==> src/rtl/dram_scheduler.sv <==
// dram_scheduler
// Shares one DRAM command port between the sample-load write stream and
// per-voice playback read requests. Reads win for latency, except that after
// WRITE_STARVE_LIMIT consecutive read grants with a write waiting, the write
// is forced through. Read responses return in command order and are routed
// back to their requester through an in-order tag FIFO.
//
// Ports:
//   clk, rst            clock, asynchronous active-low reset
//   wr_axis_*           write word stream (tvalid/tready/tdata/tlast)
//   load_start          pulse: restart write address at 0, clear write_done
//   write_done          set when the tlast word is accepted by DRAM
//   rd_req_valid/ready  per-requester read request / one-hot grant
//   rd_req_addr         per-requester word address
//   rsp_valid/id/data   registered read response with requester index
//   rsp_orphan          sticky: read data arrived with no outstanding tag
//   cmd_*               DRAM command port (held until cmd_ready)
//   dram_rd_valid/data  DRAM read data return, in command order
//
// Handshakes: a transfer happens on a rising edge where valid and ready are
// both high. cmd_valid and its payload never change while cmd_valid is high
// and cmd_ready is low. rd_req_ready and wr_axis_tready are combinational
// grants; at most one is high, and both are low while the command slot is
// occupied and not being accepted, or while reset is asserted.
module dram_scheduler #(
    parameter int REQUESTERS         = 8,
    parameter int ADDR_WIDTH         = 24,
    parameter int MAX_OUTSTANDING    = 8,
    parameter int WRITE_STARVE_LIMIT = 4
) (
    input  logic                                  clk,
    input  logic                                  rst,
    input  logic                                  wr_axis_tvalid,
    output logic                                  wr_axis_tready,
    input  logic [127:0]                          wr_axis_tdata,
    input  logic                                  wr_axis_tlast,
    input  logic                                  load_start,
    output logic                                  write_done,
    input  logic [REQUESTERS-1:0]                 rd_req_valid,
    output logic [REQUESTERS-1:0]                 rd_req_ready,
    input  logic [REQUESTERS-1:0][ADDR_WIDTH-1:0] rd_req_addr,
    output logic                                  rsp_valid,
    output logic [$clog2(REQUESTERS)-1:0]         rsp_id,
    output logic [127:0]                          rsp_data,
    output logic                                  rsp_orphan,
    output logic                                  cmd_valid,
    input  logic                                  cmd_ready,
    output logic                                  cmd_write,
    output logic [ADDR_WIDTH-1:0]                 cmd_addr,
    output logic [127:0]                          cmd_wdata,
    input  logic                                  dram_rd_valid,
    input  logic [127:0]                          dram_rd_data
);

    localparam int ID_W  = $clog2(REQUESTERS);
    localparam int PTR_W = $clog2(MAX_OUTSTANDING);
    localparam int CNT_W = PTR_W + 1;
    localparam int SC_W  = $clog2(WRITE_STARVE_LIMIT + 1);
    localparam logic [CNT_W-1:0] TAG_FULL   = CNT_W'(MAX_OUTSTANDING);
    localparam logic [SC_W-1:0]  STARVE_MAX = SC_W'(WRITE_STARVE_LIMIT);

    logic [ADDR_WIDTH-1:0] wr_addr;
    logic [SC_W-1:0]       starve_cnt;
    logic [ID_W-1:0]       rr_ptr;
    logic [ID_W-1:0]       rr_idx;
    logic                  rr_found;
    logic                  cmd_last;

    logic [ID_W-1:0]       tag_mem [MAX_OUTSTANDING];
    logic [PTR_W-1:0]      tag_wr_ptr;
    logic [PTR_W-1:0]      tag_rd_ptr;
    logic [CNT_W-1:0]      tag_count;
    logic                  tag_pop;

    logic slot_free;
    logic rd_elig;
    logic wr_elig;
    logic grant_wr;
    logic grant_rd;

    // Round-robin search starting one past the last granted requester.
    always_comb begin
        rr_idx   = '0;
        rr_found = 1'b0;
        for (int k = 1; k <= REQUESTERS; k++) begin
            if (!rr_found && rd_req_valid[(int'(rr_ptr) + k) % REQUESTERS]) begin
                rr_found = 1'b1;
                rr_idx   = ID_W'((int'(rr_ptr) + k) % REQUESTERS);
            end
        end
    end

    // Grants are gated by rst so all outputs read 0 while reset is held.
    assign slot_free = rst && (!cmd_valid || cmd_ready);
    assign rd_elig   = rr_found && (tag_count < TAG_FULL);
    assign wr_elig   = wr_axis_tvalid && !load_start;
    assign grant_wr  = slot_free && wr_elig && ((starve_cnt == STARVE_MAX) || !rd_elig);
    assign grant_rd  = slot_free && rd_elig && !grant_wr;
    assign tag_pop   = dram_rd_valid && (tag_count != '0);

    assign wr_axis_tready = grant_wr;

    always_comb begin
        rd_req_ready = '0;
        if (grant_rd) rd_req_ready[rr_idx] = 1'b1;
    end

    // Command register: reloads on the same edge as a handshake.
    always_ff @(posedge clk or negedge rst) begin
        if (!rst) begin
            cmd_valid <= 1'b0;
            cmd_write <= 1'b0;
            cmd_addr  <= '0;
            cmd_wdata <= '0;
            cmd_last  <= 1'b0;
        end else if (slot_free) begin
            if (grant_wr) begin
                cmd_valid <= 1'b1;
                cmd_write <= 1'b1;
                cmd_addr  <= wr_addr;
                cmd_wdata <= wr_axis_tdata;
                cmd_last  <= wr_axis_tlast;
            end else if (grant_rd) begin
                cmd_valid <= 1'b1;
                cmd_write <= 1'b0;
                cmd_addr  <= rd_req_addr[rr_idx];
                cmd_wdata <= '0;
                cmd_last  <= 1'b0;
            end else begin
                cmd_valid <= 1'b0;
            end
        end
    end

    // Write address, starvation counter, round-robin pointer, load status.
    always_ff @(posedge clk or negedge rst) begin
        if (!rst) begin
            wr_addr    <= '0;
            starve_cnt <= '0;
            rr_ptr     <= ID_W'(REQUESTERS - 1);
            write_done <= 1'b0;
        end else begin
            if (load_start)    wr_addr <= '0;
            else if (grant_wr) wr_addr <= wr_addr + 1'b1;

            if (grant_wr)
                starve_cnt <= '0;
            else if (grant_rd && wr_elig && (starve_cnt != STARVE_MAX))
                starve_cnt <= starve_cnt + 1'b1;

            if (grant_rd) rr_ptr <= rr_idx;

            if (load_start)
                write_done <= 1'b0;
            else if (cmd_valid && cmd_ready && cmd_write && cmd_last)
                write_done <= 1'b1;
        end
    end

    // Tag storage needs no reset: only entries below tag_count are read.
    always_ff @(posedge clk) begin
        if (grant_rd) tag_mem[tag_wr_ptr] <= rr_idx;
    end

    always_ff @(posedge clk or negedge rst) begin
        if (!rst) begin
            tag_wr_ptr <= '0;
            tag_rd_ptr <= '0;
            tag_count  <= '0;
            rsp_valid  <= 1'b0;
            rsp_id     <= '0;
            rsp_data   <= '0;
            rsp_orphan <= 1'b0;
        end else begin
            if (grant_rd) tag_wr_ptr <= tag_wr_ptr + 1'b1;
            if (tag_pop)  tag_rd_ptr <= tag_rd_ptr + 1'b1;
            case ({grant_rd, tag_pop})
                2'b10:   tag_count <= tag_count + 1'b1;
                2'b01:   tag_count <= tag_count - 1'b1;
                default: tag_count <= tag_count;
            endcase

            rsp_valid <= tag_pop;
            if (tag_pop) begin
                rsp_id   <= tag_mem[tag_rd_ptr];
                rsp_data <= dram_rd_data;
            end
            if (dram_rd_valid && (tag_count == '0)) rsp_orphan <= 1'b1;
        end
    end

endmodule
==> config.mk <==
export PLATFORM = sky130hd
export DESIGN_NAME = dram_scheduler
export DESIGN_NICKNAME = d
export VERILOG_FILES = /design/src/rtl/dram_scheduler.sv
export SDC_FILE = /design/constraint.sdc
export NUM_CORES = 1
export LEC_CHECK = 0
export CAP_MARGIN = 20
export CORE_AREA = 2 2 299 301
export CTS_CLUSTER_SIZE = 30
export DETAILED_ROUTE_END_ITERATION = 12
export DIE_AREA = 0 0 301 303
export PLACE_DENSITY_LB_ADDON = 0.2
export SLEW_MARGIN = 15
export SYNTH_ARGS = -nofsm -noshare
export SYNTH_HDL_FRONTEND = slang
export SYNTH_SLANG_ARGS = --single-unit
==> constraint.sdc <==
create_clock -name clk -period 6.5 [get_ports clk]
set_clock_uncertainty 0.05 [all_clocks]
set_input_delay 0.975 -clock clk [delete_from_list [all_inputs] [get_ports clk]]
set_output_delay 0.975 -clock clk [all_outputs]
set_load 0.1 [all_outputs]
==> results of run 1 <==
## critical path, stage by stage, from the launching register on
cell and delay [ps]:
dfstp_2 830, inv_2 180, ha_2 620, mux2i_1 340, mux4_2 370, o211ai_2 180, a211oi_1 490, nor4b_1 140
or2_2 350, inv_2 230, nand2_2 200, nor2_1 230, buf_12 210
## worst max path at each step
stage | slack [ps] | depth (start not counted) | to | start
CTS | 130 | 12 | rd_req_ready[6] | rr_ptr[0]$_DFFE_PN1P_
floorplan | 170 | 16 | rd_req_ready[5] | rr_ptr[1]$_DFFE_PN1P_
global route | 120 | 12 | rd_req_ready[7] | rr_ptr[0]$_DFFE_PN1P_
finish | 520 | 12 | rd_req_ready[6] | rr_ptr[0]$_DFFE_PN1P_
detailed placement | 760 | 12 | rd_req_ready[7] | rr_ptr[0]$_DFFE_PN1P_
global placement | 830 | 12 | rd_req_ready[3] | rr_ptr[0]$_DFFE_PN1P_
## cells in the final DEF (no fill, tap or decap), types with 10 or more instances in the layout
master             n
a21oi_1           23
a221oi_2          10
a22o_1           132
a32o_1            10
and2_1            17
buf_12            13
buf_4             21
clkbuf_16         46
clkdlybuf4s50_1  746
clkinv_2          11
dfrtp_1          326
edfxtp_1          24
inv_1             11
mux2i_1           79
mux4_2            18
nand2_1          476
nand3_1           26
nor2_1            56
o21ai_0           26
o21ai_1           19
o22a_1            17
o22ai_1           21
o31a_1            10
xnor2_1           14
xor2_1            17
## cells by family (layout without fill, tap and decap cells)
kind of cell / Yosys count / count (layout) / share of synthesized area [%]
compound gates: 300 / 300 / 14.73
xor+xnor: 31 / 31 / 1.681
fa+ha+maj: 10 / 10 / 0.7748
buf+inv: 121 / 883 / 3.533
flops: 353 / 353 / 55.47
mux: 101 / 101 / 7.686
other cells: 0 / 2 / 0
simple gates: 628 / 628 / 16.13
## metrics by stage
stage               area, um2  std cells
floorplan               16150       1544
global placement        25030       3385
detailed placement      25030       3385
CTS                     26550       3470
global route            26590       3473
finish                  26590       3473
## routing by layer
metal	wire (um)	share of wire [%]	GRT usage, %
met4	1573	2.2	3.637
met1	26990	39	16.64
met2	36020	52	26.42
met5	32	0.046	0
met3	5315	7.6	4.354
## cell type report
type                            count  share of cell area, %
Sequential cell                   353                  33.69
Timing Repair Buffer              781                  29.71
Multi-Input combinational cell   1070                  25.08
Tap cell                         1165                  5.483
Clock buffer                       61                  4.767
Clock inverter                     24                 0.9742
Inverter                           17                 0.2730
Antenna cell                        2                0.01882
## where the power goes
group	total [mW]	internal, mW	switching (mW)
combinational	9.69	2.75	6.94
sequential	3.29	2.87	0.418
clock	2.58	1.54	1.05
total	15.6	7.15	8.41
## flip-flops by register name (all words and copies together), names as in the netlist, 4 cells and up
register	flops
wr_addr	24
cmd_wdata	128
tag_mem	24
rsp_data	128
tag_count	4
cmd_addr	24
==> impl_metrics.env, run 1 <==
export IMPL_clk_path_buf_depth=3
export IMPL_setup_viol=0
export IMPL_synth_top_area_share_pct=50.52
export IMPL_yosysMostFrequentCell="nand2_1"
export IMPL_period_minus_slack_ps=5983
export IMPL_maxSlewHeadroom_pct=21.43
export IMPL_regArea_um2=8957
export IMPL_crit_path_end_kind="output pin"
export IMPL_r2r_start="rr_ptr[0]$_DFFE_PN1P_"
export IMPL_rr_endpoint="cmd_addr[16]$_DFFE_PN0P_"
export IMPL_clk_insertion_delay_late_ps=570
export IMPL_ys_warn_count=0
export IMPL_hold_viol_final=0
export IMPL_overflow=0
export IMPL_io_pins=760
export IMPL_num_rows=109
export IMPL_worst_path_max_fanout=20
export IMPL_clk_pin_slew_worst_paths_ps=60
export IMPL_core_area_um2=87970
export IMPL_firstDrtPassIters=5
export IMPL_dp_hpwl_mm=53.00
export IMPL_drive_above_1_share_pct=7.155
export IMPL_final_core_util_pct=30.22
export IMPL_fillers=9090
export IMPL_cts_tree="yes"
export IMPL_fp_dieH_um=303
export IMPL_reg2regPathDepth=12
export IMPL_tns_ps=0
export IMPL_synth_top_area_cell="dfrtp_1"
export IMPL_htree_levels=2
export IMPL_postCtsHoldBufs=0
export IMPL_criticalPathCategory="register to output pin"
export IMPL_synth_cell_types=68
export IMPL_report_final_slew_viol_count=0
export IMPL_io_buffers=759
export IMPL_ys_seq_area_share_pct=55.47
export IMPL_cts_resized=0
export IMPL_grt_pass1_wl_mm=101.1
export IMPL_max_slew_worst_pin_slew_ps=1175
export IMPL_antenna_found_initial=4
export IMPL_ys_top_cells_by_count="nand2_1 (476), dfrtp_1 (326), a22o_1 (132)"
export IMPL_max_vdd_ir_drop_mv=0.5986
export IMPL_leakage_nw=11.45
export IMPL_die_x_um=301
export IMPL_vias=14730
export IMPL_rrSetupSlack_ps=1250
export IMPL_yosys_top_cells_area="dfrtp_1 (51%), nand2_1 (11%), a22o_1 (7.2%)"
export IMPL_startpoint_type="register"
export IMPL_areaGrowthSynthToFinish_pct=64.63
export IMPL_multiInputGateArea_um2=6668
export IMPL_cp_arrival_ps=4960
export IMPL_nNetsFinal=2742
export IMPL_die_area_um2=91200
export IMPL_synthFlopType="dfrtp_1"
export IMPL_synth_edf_count=24
export IMPL_avgSynthCellArea_um2=10.46
export IMPL_drt_iter0_markers=759
export IMPL_fin_hold_ws_ps=184.3
export IMPL_synth_seq_cells=353
export IMPL_syn_cell_area_um2=16150
export IMPL_pre_cts_ws_ps=757.8
export IMPL_ys_async_sr_fraction_pct=93.20
export IMPL_layout_setup_ws_ps=517.0
export IMPL_post_cts_repair_setup_buffers=0
export IMPL_powerDensity_nw_per_um2=585.3
export IMPL_wirelength_mm=69.93
export IMPL_min_path_type="input pin to asynchronous set/reset pin"
export IMPL_clockRootBuffer="clkbuf_16"
export IMPL_place_congestion=0.8483
export IMPL_viasPerCell=4.241
export IMPL_max_cap_violations=0
export IMPL_status="complete, no violations"
export IMPL_start_util_pct=18.36
export IMPL_routedWlPerCell_um=20.13
export IMPL_route_detailed_drc=0
export IMPL_power_mw=15.56
export IMPL_grtUsageTotal_pct=14.56
export IMPL_cts_sinks=353
export IMPL_synth_nets=2017
export IMPL_grt_max_degree=140
export IMPL_rsz0062_at_grt="false"
export IMPL_period_share_pct=92.05
export IMPL_fmax_mhz=167.1
export IMPL_numCtsBuffers=46
export IMPL_grt_pass1_vias=15330
export IMPL_cp_required_ps=5470
export IMPL_syn_instance_count=1544
export IMPL_postRouteAntennaNets=0
Power figures use the tool's default switching activity.
==> run 2: changes to the inputs <==
- SKIP_CTS_REPAIR_TIMING: unset -> 1
==> results of run 2 <==
The final DEF is identical to that of run 1; final timing and power are the same.
==> run 3: changes to the inputs <==
- CORE_AREA: 2 2 299 301 -> 2 2 295 297
- CTS_BUF_LIST: unset -> sky130_fd_sc_hd__clkbuf_2
- DIE_AREA: 0 0 301 303 -> 0 0 297 299
==> impl_metrics.env, run 3 (synthesis results as in run 1) <==
export IMPL_place_congestion=0.8707
export IMPL_firstDrtPassIters=5
export IMPL_setup_viol=0
export IMPL_leakage_nw=11.43
export IMPL_intPower_mw=6.350
export IMPL_r2r_start="rr_ptr[0]$_DFFE_PN1P_"
export IMPL_report_final_slew_viol_count=0
export IMPL_reg2regPathDepth=13
export IMPL_viasPerCell=4.206
export IMPL_hold_viol_final=0
export IMPL_crit_path_end_kind="output pin"
export IMPL_grt_pass1_wl_mm=103.6
export IMPL_overflow=0
export IMPL_p_seq_share_pct=22.4
export IMPL_cp_required_ps=5470
export IMPL_fmax_mhz=166.1
export IMPL_layout_setup_ws_ps=479.0
export IMPL_drive_above_1_share_pct=10.75
export IMPL_sw_frac_of_total_pct=56.89
export IMPL_io_pins=760
export IMPL_clockRootBuffer="clkbuf_2"
export IMPL_dp_hpwl_mm=52.65
export IMPL_max_cap_violations=0
export IMPL_switchingPower_mw=8.379
export IMPL_path_cells="inv_2 > ha_4 > mux2i_1 > mux4_2 > o211ai_2 > nor4_4 > nor4b_2 > or2_2 > inv_2 > nand2_1 > nor2_1 > buf_12"
export IMPL_grtUsageTotal_pct=15.27
export IMPL_core_area_um2=85940
export IMPL_route_detailed_drc=0
export IMPL_rr_endpoint="wr_addr[23]$_DFFE_PN0P_"
export IMPL_clk_path_buf_depth=3
export IMPL_start_util_pct=18.79
export IMPL_p_comb_share_pct=65.7
export IMPL_die_area_um2=88800
export IMPL_mostFrequentLayoutCells="clkdlybuf4s50_1 (748), nand2_1 (476), dfrtp_1 (326)"
export IMPL_postRouteAntennaNets=0
export IMPL_areaGrowthSynthToFinish_pct=61.40
export IMPL_layout_commonest_cell="clkdlybuf4s50_1"
export IMPL_num_rows=108
export IMPL_critPathMostFrequentCell="inv_2"
export IMPL_multiInputGateArea_um2=6708
export IMPL_power_frac_clock_pct=11.9
export IMPL_cts_sinks=353
export IMPL_worst_path_max_fanout=20
export IMPL_routedWlPerCell_um=19.57
export IMPL_dp_cells=3374
export IMPL_cpMaxStageDelayCell="dfstp_4"
export IMPL_max_vdd_ir_drop_mv=0.7422
export IMPL_htree_levels=3
export IMPL_power_mw=14.73
export IMPL_crit_family="simple AND/OR/NAND/NOR gates"
export IMPL_grt_max_degree=145
export IMPL_cpPeakStageDelay_ps=790
export IMPL_top_regs="cmd_wdata x128, rsp_data x128"
export IMPL_criticalPathCategory="register to output pin"
export IMPL_clk_insertion_delay_late_ps=1060
export IMPL_nNetsFinal=2798
export IMPL_cp_arrival_ps=5000
export IMPL_design_area_um2=26070
export IMPL_drt_iter0_markers=849
export IMPL_clk_pin_slew_worst_paths_ps=120
export IMPL_antenna_found_initial=6
export IMPL_fillers=9076
export IMPL_io_buffers=759
export IMPL_crit_buf_inv=3
export IMPL_tns_ps=0
export IMPL_startpoint_type="register"
export IMPL_maxSlewHeadroom_pct=21.74
export IMPL_cts_tree="yes"
export IMPL_vias=14990
export IMPL_period_share_pct=92.63
export IMPL_regArea_um2=8961
export IMPL_rrSetupSlack_ps=1540
export IMPL_status="complete, no violations"
export IMPL_min_path_type="input pin to asynchronous set/reset pin"
export IMPL_placed_cell_area_um2=25010
export IMPL_period_minus_slack_ps=6021
export IMPL_numCtsBuffers=102
export IMPL_max_slew_worst_pin_slew_ps=1170
export IMPL_wirelength_mm=69.78
export IMPL_pre_cts_ws_ps=872.6
export IMPL_powerDensity_nw_per_um2=565.1
export IMPL_die_x_um=297
export IMPL_finalNonFillerCells=3565
export IMPL_fp_dieH_um=299
export IMPL_grt_pass1_vias=16040
[run 3: worst register-to-register path, stage by stage, from the launching register on]
cell and delay [ps]:
dfstp_4 790, inv_2 150, ha_4 450, mux2i_1 370, mux4_2 370, o211ai_2 210
o31a_1 400, nand2_1 90, nand2_2 330, inv_4 260, buf_12 430, nand3_1 410
or3_1 430, a21oi_1 150
[run 3: through the flow]
stage          hold WS, ps  utilization (%)
6_report             243.6            30.33
2_1_floorplan        417.1                -
4_1_cts             -587.9            30.20
3_5_place_dp         399.1            29.10
3_3_place_gp         390.7            29.10
5_1_grt              73.37            30.33
[run 3: worst max-delay path by stage]
| stage | from | endpoint | slack [ps] | depth (start not counted) |
|---|---|---|---|---|
| finish | rr_ptr[0]$_DFFE_PN1P_ | rd_req_ready[3] | 480 | 12 |
| global placement | rr_ptr[0]$_DFFE_PN1P_ | rd_req_ready[3] | 960 | 12 |
| floorplan | rr_ptr[1]$_DFFE_PN1P_ | rd_req_ready[5] | 170 | 16 |
| CTS | rr_ptr[0]$_DFFE_PN1P_ | rd_req_ready[3] | -460 | 12 |
| detailed placement | rr_ptr[0]$_DFFE_PN1P_ | rd_req_ready[3] | 870 | 12 |
| global route | rr_ptr[0]$_DFFE_PN1P_ | rd_req_ready[3] | -20 | 12 |
[run 3: metal layers]
metal  share of wire (%)  vias up  GRT usage [%]
met1                  39     7290          17.04
met5                   0        -              0
met4                 2.9        0          5.676
li1                    -     7021              -
met3                 6.7      115          4.682
met2                  51      568          27.25
[run 3: final cells by class]
class / instances / area share [%]
diodes: 9 / 0.08641
clock inverters: 24 / 0.6336
repair buffers: 781 / 30.34
well taps: 1155 / 5.544
clock buffers: 156 / 2.995
multi-input cells: 1070 / 25.73
flip-flops and latches: 353 / 34.38
inverters: 17 / 0.2880
[run 3: power groups by stage]
stage | registers (mW) | logic, mW | clock network, mW
after floorplan | 6.73 | 3.65 | 0
after global placement | 3.33 | 9.70 | 0
after detailed placement | 3.35 | 9.73 | 0
after CTS | 3.31 | 9.75 | 1.87
after global routing | 3.38 | 10.2 | 1.98
final | 3.30 | 9.68 | 1.75
==> edit 1, RTL diff (config.mk and constraints of run 3) <==
`ADDR_WIDTH`: 24 -> 32.
--- a/src/rtl/dram_scheduler.sv
+++ b/src/rtl/dram_scheduler.sv
@@ -26,3 +26,3 @@
     parameter int REQUESTERS         = 8,
-    parameter int ADDR_WIDTH         = 24,
+    parameter int ADDR_WIDTH         = 32,
     parameter int MAX_OUTSTANDING    = 8,
Ports: changed (resized cmd_addr and rd_req_addr); port bits go from 760 to 832. No check against the original RTL was run, so the function may have changed too.
==> edit 1 against run 3 <==
  * Setup slack got worse by 70 ps
  * Sequential power rose by 7.3%
  * Non-clock buffer count rose by 73
  * Fmax fell by 1.2%
  * Routed wire length rose by 11%
  * Total power rose by 14%
  * Die area did not move
  * Via count rose by 16%
  * Sequential cell count rose by 16
  * Area after synthesis rose by 14%
  * Design area rose by 10%
  * Largest power group unchanged
==> edit 1: results (changes against run 3) <==
Outcome:
- The flow ran to the end, and the final reports show no timing, DRC or antenna violations.

Pwr:
- The highest ir drop seen on vdd is 0.7008 mV (-5.6%).
- The reported leakage power came to 12.53 nW (+9.6%).

Placement:
- The post-place setup slack is 871.8 ps (-0.7590 ps).
- The global placer's final weighted congestion was 0.8797 (+1.0%).
- The count of placed standard cells including taps was 3805 (+13%).
- The number of port buffers came to 831 (+9.5%).
- The detailed-placement wirelength estimate is 56.98 mm (+8.2%).

Yosys:
- By area the synthesized netlist is led by sky130_fd_sc_hd__dfrtp_1, sky130_fd_sc_hd__nand2_1, sky130_fd_sc_hd__mux2i_1.
- The sequential element share of the synthesized area is 0.5097 (-0.04495).
- The share of synthesized flip-flops with an asynchronous set or reset is 0.9350 (+0.002948).
- By count the netlist is led by sky130_fd_sc_hd__nand2_1, sky130_fd_sc_hd__dfrtp_1, sky130_fd_sc_hd__mux2i_1.
- The average footprint of a synthesized cell was 9.488 µm² (-9.3%).
- The net count after synthesis was 2472 (+23%).

STA:
- The slew of the pin with the lowest slew margin came to 1193 ps (+23.03 ps).
- The share of the clock period used by the worst path is 0.9371 (+0.01079).
- The worst-case hold slack is 321.4 ps (+77.85 ps).

Worst hold path:
- The worst hold-check path type is input port to register.

Worst setup path:
- The data arrival time of the critical path is 5070 ps (+70 ps).
- In this run the critical register-to-register path is captured at cmd_addr[16]$_DFFE_PN0P_.
- The path depth of the worst reg2reg path came to 12 (-1).
- The worst-path maximum fanout was 17 (-15%).
- In this design, the largest share of critical-path delay is due to buffers and inverters.

Clock network:
- The insertion delay of the later-clocked pin in the worst-skew pair was 1080 ps (+20 ps).
- The number of buffers inserted during clock tree synthesis is 106 (+3.9%).

Route:
- The total length of routed wires came to 77.24 mm (+11%).
- The routed via count divided by cell count is 4.349 (+3.4%).

Global route:
- The global-route total usage across every layer is 0.1691 (+0.01642).
- The maximum number of pins on one net before global-route repair is 164 (+13%).
- The global-route wire length before repair is 116.2 mm (+12%).
- The number of global-route vias before repair is 18230 (+14%).

Finish:
- The number of nets in the layout is 3301 (+18%).
edit 1: changes by cell type after synthesis, moves of 13 or more:
cell and delta:
sky130_fd_sc_hd__nand2_1 +210, sky130_fd_sc_hd__a22o_1 -132, sky130_fd_sc_hd__o21ai_0 +121, sky130_fd_sc_hd__mux2i_1 +104, sky130_fd_sc_hd__nor3_1 +32, sky130_fd_sc_hd__nor2_1 +29, sky130_fd_sc_hd__nor3_2 +21, sky130_fd_sc_hd__clkbuf_1 +20
sky130_fd_sc_hd__o22a_1 -17, sky130_fd_sc_hd__dfrtp_1 +16, sky130_fd_sc_hd__o21ai_1 -14, sky130_fd_sc_hd__and2_1 -13
edit 1: power breakdown:
| part | total, mW | switching, mW | internal (mW) | leakage, nW |
|---|---|---|---|---|
| Combinational | 11.5 | 7.94 | 3.55 | 7.18 |
| Sequential | 3.54 | 0.492 | 3.05 | 4.61 |
| Clock | 1.78 | 1.08 | 0.698 | 0.732 |
| Total | 16.8 | 9.52 | 7.30 | 12.5 |
edit 1: cell families (layout without fill, tap and decap cells):
| family | after synthesis | count (layout) | share of synthesized area |
|---|---|---|---|
| other | 0 | 2 | 0 |
| and+or+nand+nor | 910 | 910 | 0.2095 |
| xor gates and xnor gates | 42 | 42 | 0.02085 |
| adders and majority gates | 10 | 10 | 0.006815 |
| DFF | 369 | 369 | 0.5097 |
| muxes | 220 | 220 | 0.1356 |
| buffers and inverters | 149 | 1056 | 0.04396 |
| AOI/OAI and AO/OA | 235 | 235 | 0.07354 |
edit 1: final cells by class:
type | instances | area, µm²
fill | 9037 | 57210
timing repair buffer | 854 | 8618
tap | 1155 | 1445
sequential | 369 | 9365
antenna | 2 | 5.005
multi-input combinational | 1417 | 8267
clock inverter | 29 | 170.2
inverter | 16 | 77.57
clock buffer | 157 | 785.8
edit 1: worst max path at each step:
| stage | from | end | cells after the start |
|---|---|---|---|
| 2_1_floorplan | rr_ptr[1]$_DFFE_PN1P_ | rd_req_ready[2] | 14 |
| 3_3_place_gp | rr_ptr[0]$_DFFE_PN1P_ | rd_req_ready[3] | 12 |
| 3_5_place_dp | rr_ptr[0]$_DFFE_PN1P_ | rd_req_ready[7] | 12 |
| 4_1_cts | rr_ptr[0]$_DFFE_PN1P_ | rd_req_ready[7] | 12 |
| 5_1_grt | rr_ptr[0]$_DFFE_PN1P_ | rd_req_ready[3] | 12 |
| 6_report | rr_ptr[0]$_DFFE_PN1P_ | rd_req_ready[3] | 12 |
edit 1: per-layer routing:
layer,global-route usage,vias to the layer above,part of all wire,wire (µm)
li1,-,8202,-,-
met1,0.2108,8378,0.42,32770
met2,0.2817,686,0.48,37200
met3,0.04944,123,0.072,5564
met4,0.05231,4,0.022,1686
met5,0,-,0.00030,23
==> edit 2, RTL diff (flow settings as in run 3) <==
Made on the original files. Make the reset (`rst`) synchronous in 3 clocked blocks. Comments in the files are not updated.
--- a/src/rtl/dram_scheduler.sv
+++ b/src/rtl/dram_scheduler.sv
@@ -108,3 +108,3 @@
     // Command register: reloads on the same edge as a handshake.
-    always_ff @(posedge clk or negedge rst) begin
+    always_ff @(posedge clk) begin
         if (!rst) begin
@@ -135,3 +135,3 @@
     // Write address, starvation counter, round-robin pointer, load status.
-    always_ff @(posedge clk or negedge rst) begin
+    always_ff @(posedge clk) begin
         if (!rst) begin
@@ -164,3 +164,3 @@
 
-    always_ff @(posedge clk or negedge rst) begin
+    always_ff @(posedge clk) begin
         if (!rst) begin
Check against the original RTL: not settled (the Yosys comparison gave no result); the edit may change what the design does.
==> edit 2 against run 3 <==
  * Total power shrank 21%
  * Combinational power fell by 26%
  * Setup slack got worse by 67 ps
  * Fmax fell by 1.1%
  * Routed wire length shrank 1.1%
  * Critical path type unchanged
  * Utilization is essentially flat
  * Design area is essentially flat
  * Sequential cell count did not move
  * Area after synthesis rose by 0.77%
==> edit 2: results (changes against run 3) <==
Finish:
- The count of filler cells inserted in the layout is 9205 (+1.4%).
- The count of multi-input combinational gates is 1343 (+26%).
- The non-clock inverter instance count of the final layout came to 15 (-2).
- The number of clock buffers in the layout is 150 (-3.8%).
- The storage element area was 7307 µm² (-18%).
- The number of buffers other than clock buffers in the final layout was 787 (+0.77%).
- The clock network area share is 0.03616 (-0.0001352).
- The area taken by multi-input logic gates is 8366 µm² (+25%).

Pwr:
- The power in the clock group was 1.67 mW (-5%).
- The highest ir drop seen on vdd is 0.3370 mV (-55%).
- The ratio of total power to cell area is 447.6 nW/µm² (-21%).
- The share of power burned in combinational logic is 0.616 (-0.041).

Outcome:
- The run finished with clean final reports.

Yosys:
- The share of synthesized area spent on multiplexers is 0.09164 (+0.01479).
- The sequential element share of the synthesized area is 0.4490 (-0.1057).
- The share of synthesized cell area in full adder, half adder and majority cells came to 0.007688 (-0.00005957).
- By count the netlist is led by sky130_fd_sc_hd__nand2_1, sky130_fd_sc_hd__dfxtp_1, sky130_fd_sc_hd__a21boi_0.
- The compound-cell area share of the yosys netlist is 0.1811 (+0.03377).
- The net count after synthesis is 2338 (+16%).

Worst hold path:
- The tightest min-delay check is of the input port to register type.

Route:
- The routed via count is 16590 (+11%).
- The DRC violation total after the first TritonRoute iteration is 881 (+3.8%).
- The average wire per standard cell is 17.91 µm (-8.5%).

Worst setup path:
- The worst register-to-register path begins at rr_ptr[0]$_SDFFE_PN1P_.
- The worst-path maximum fanout was 14 (-30%).
- The capture point of the critical path is rd_req_ready[6].

Global route:
- The maximum number of pins on one net before global-route repair came to 160 (+10%).

STA:
- The worst-case hold slack came to 259.8 ps (+16.18 ps).

Placement:
- The count of placed standard cells including taps came to 3651 (+8.2%).
- The detailed-placement wirelength estimate is 50.41 mm (-4.3%).
-- edit 2: worst max-delay path, cell delays in order (launching register included) --
cell,delay [ps]
sky130_fd_sc_hd__dfxtp_1,340
sky130_fd_sc_hd__inv_1,120
sky130_fd_sc_hd__ha_4,420
sky130_fd_sc_hd__mux2i_1,330
sky130_fd_sc_hd__mux2i_1,140
sky130_fd_sc_hd__o221a_4,330
sky130_fd_sc_hd__or4_1,590
sky130_fd_sc_hd__or4_1,530
sky130_fd_sc_hd__o211ai_1,200
sky130_fd_sc_hd__clkbuf_8,310
sky130_fd_sc_hd__and2_2,250
sky130_fd_sc_hd__inv_1,80
sky130_fd_sc_hd__nor2_1,240
sky130_fd_sc_hd__buf_12,220
-- edit 2: metal layers --
metal  track usage  vias to the layer above  wire, µm
li1              -                     8004         -
met5             0                        -         0
met3       0.04871                      136      5481
met2        0.2411                      642     32240
met1        0.1802                     7805     29190
met4       0.05760                        0      2075
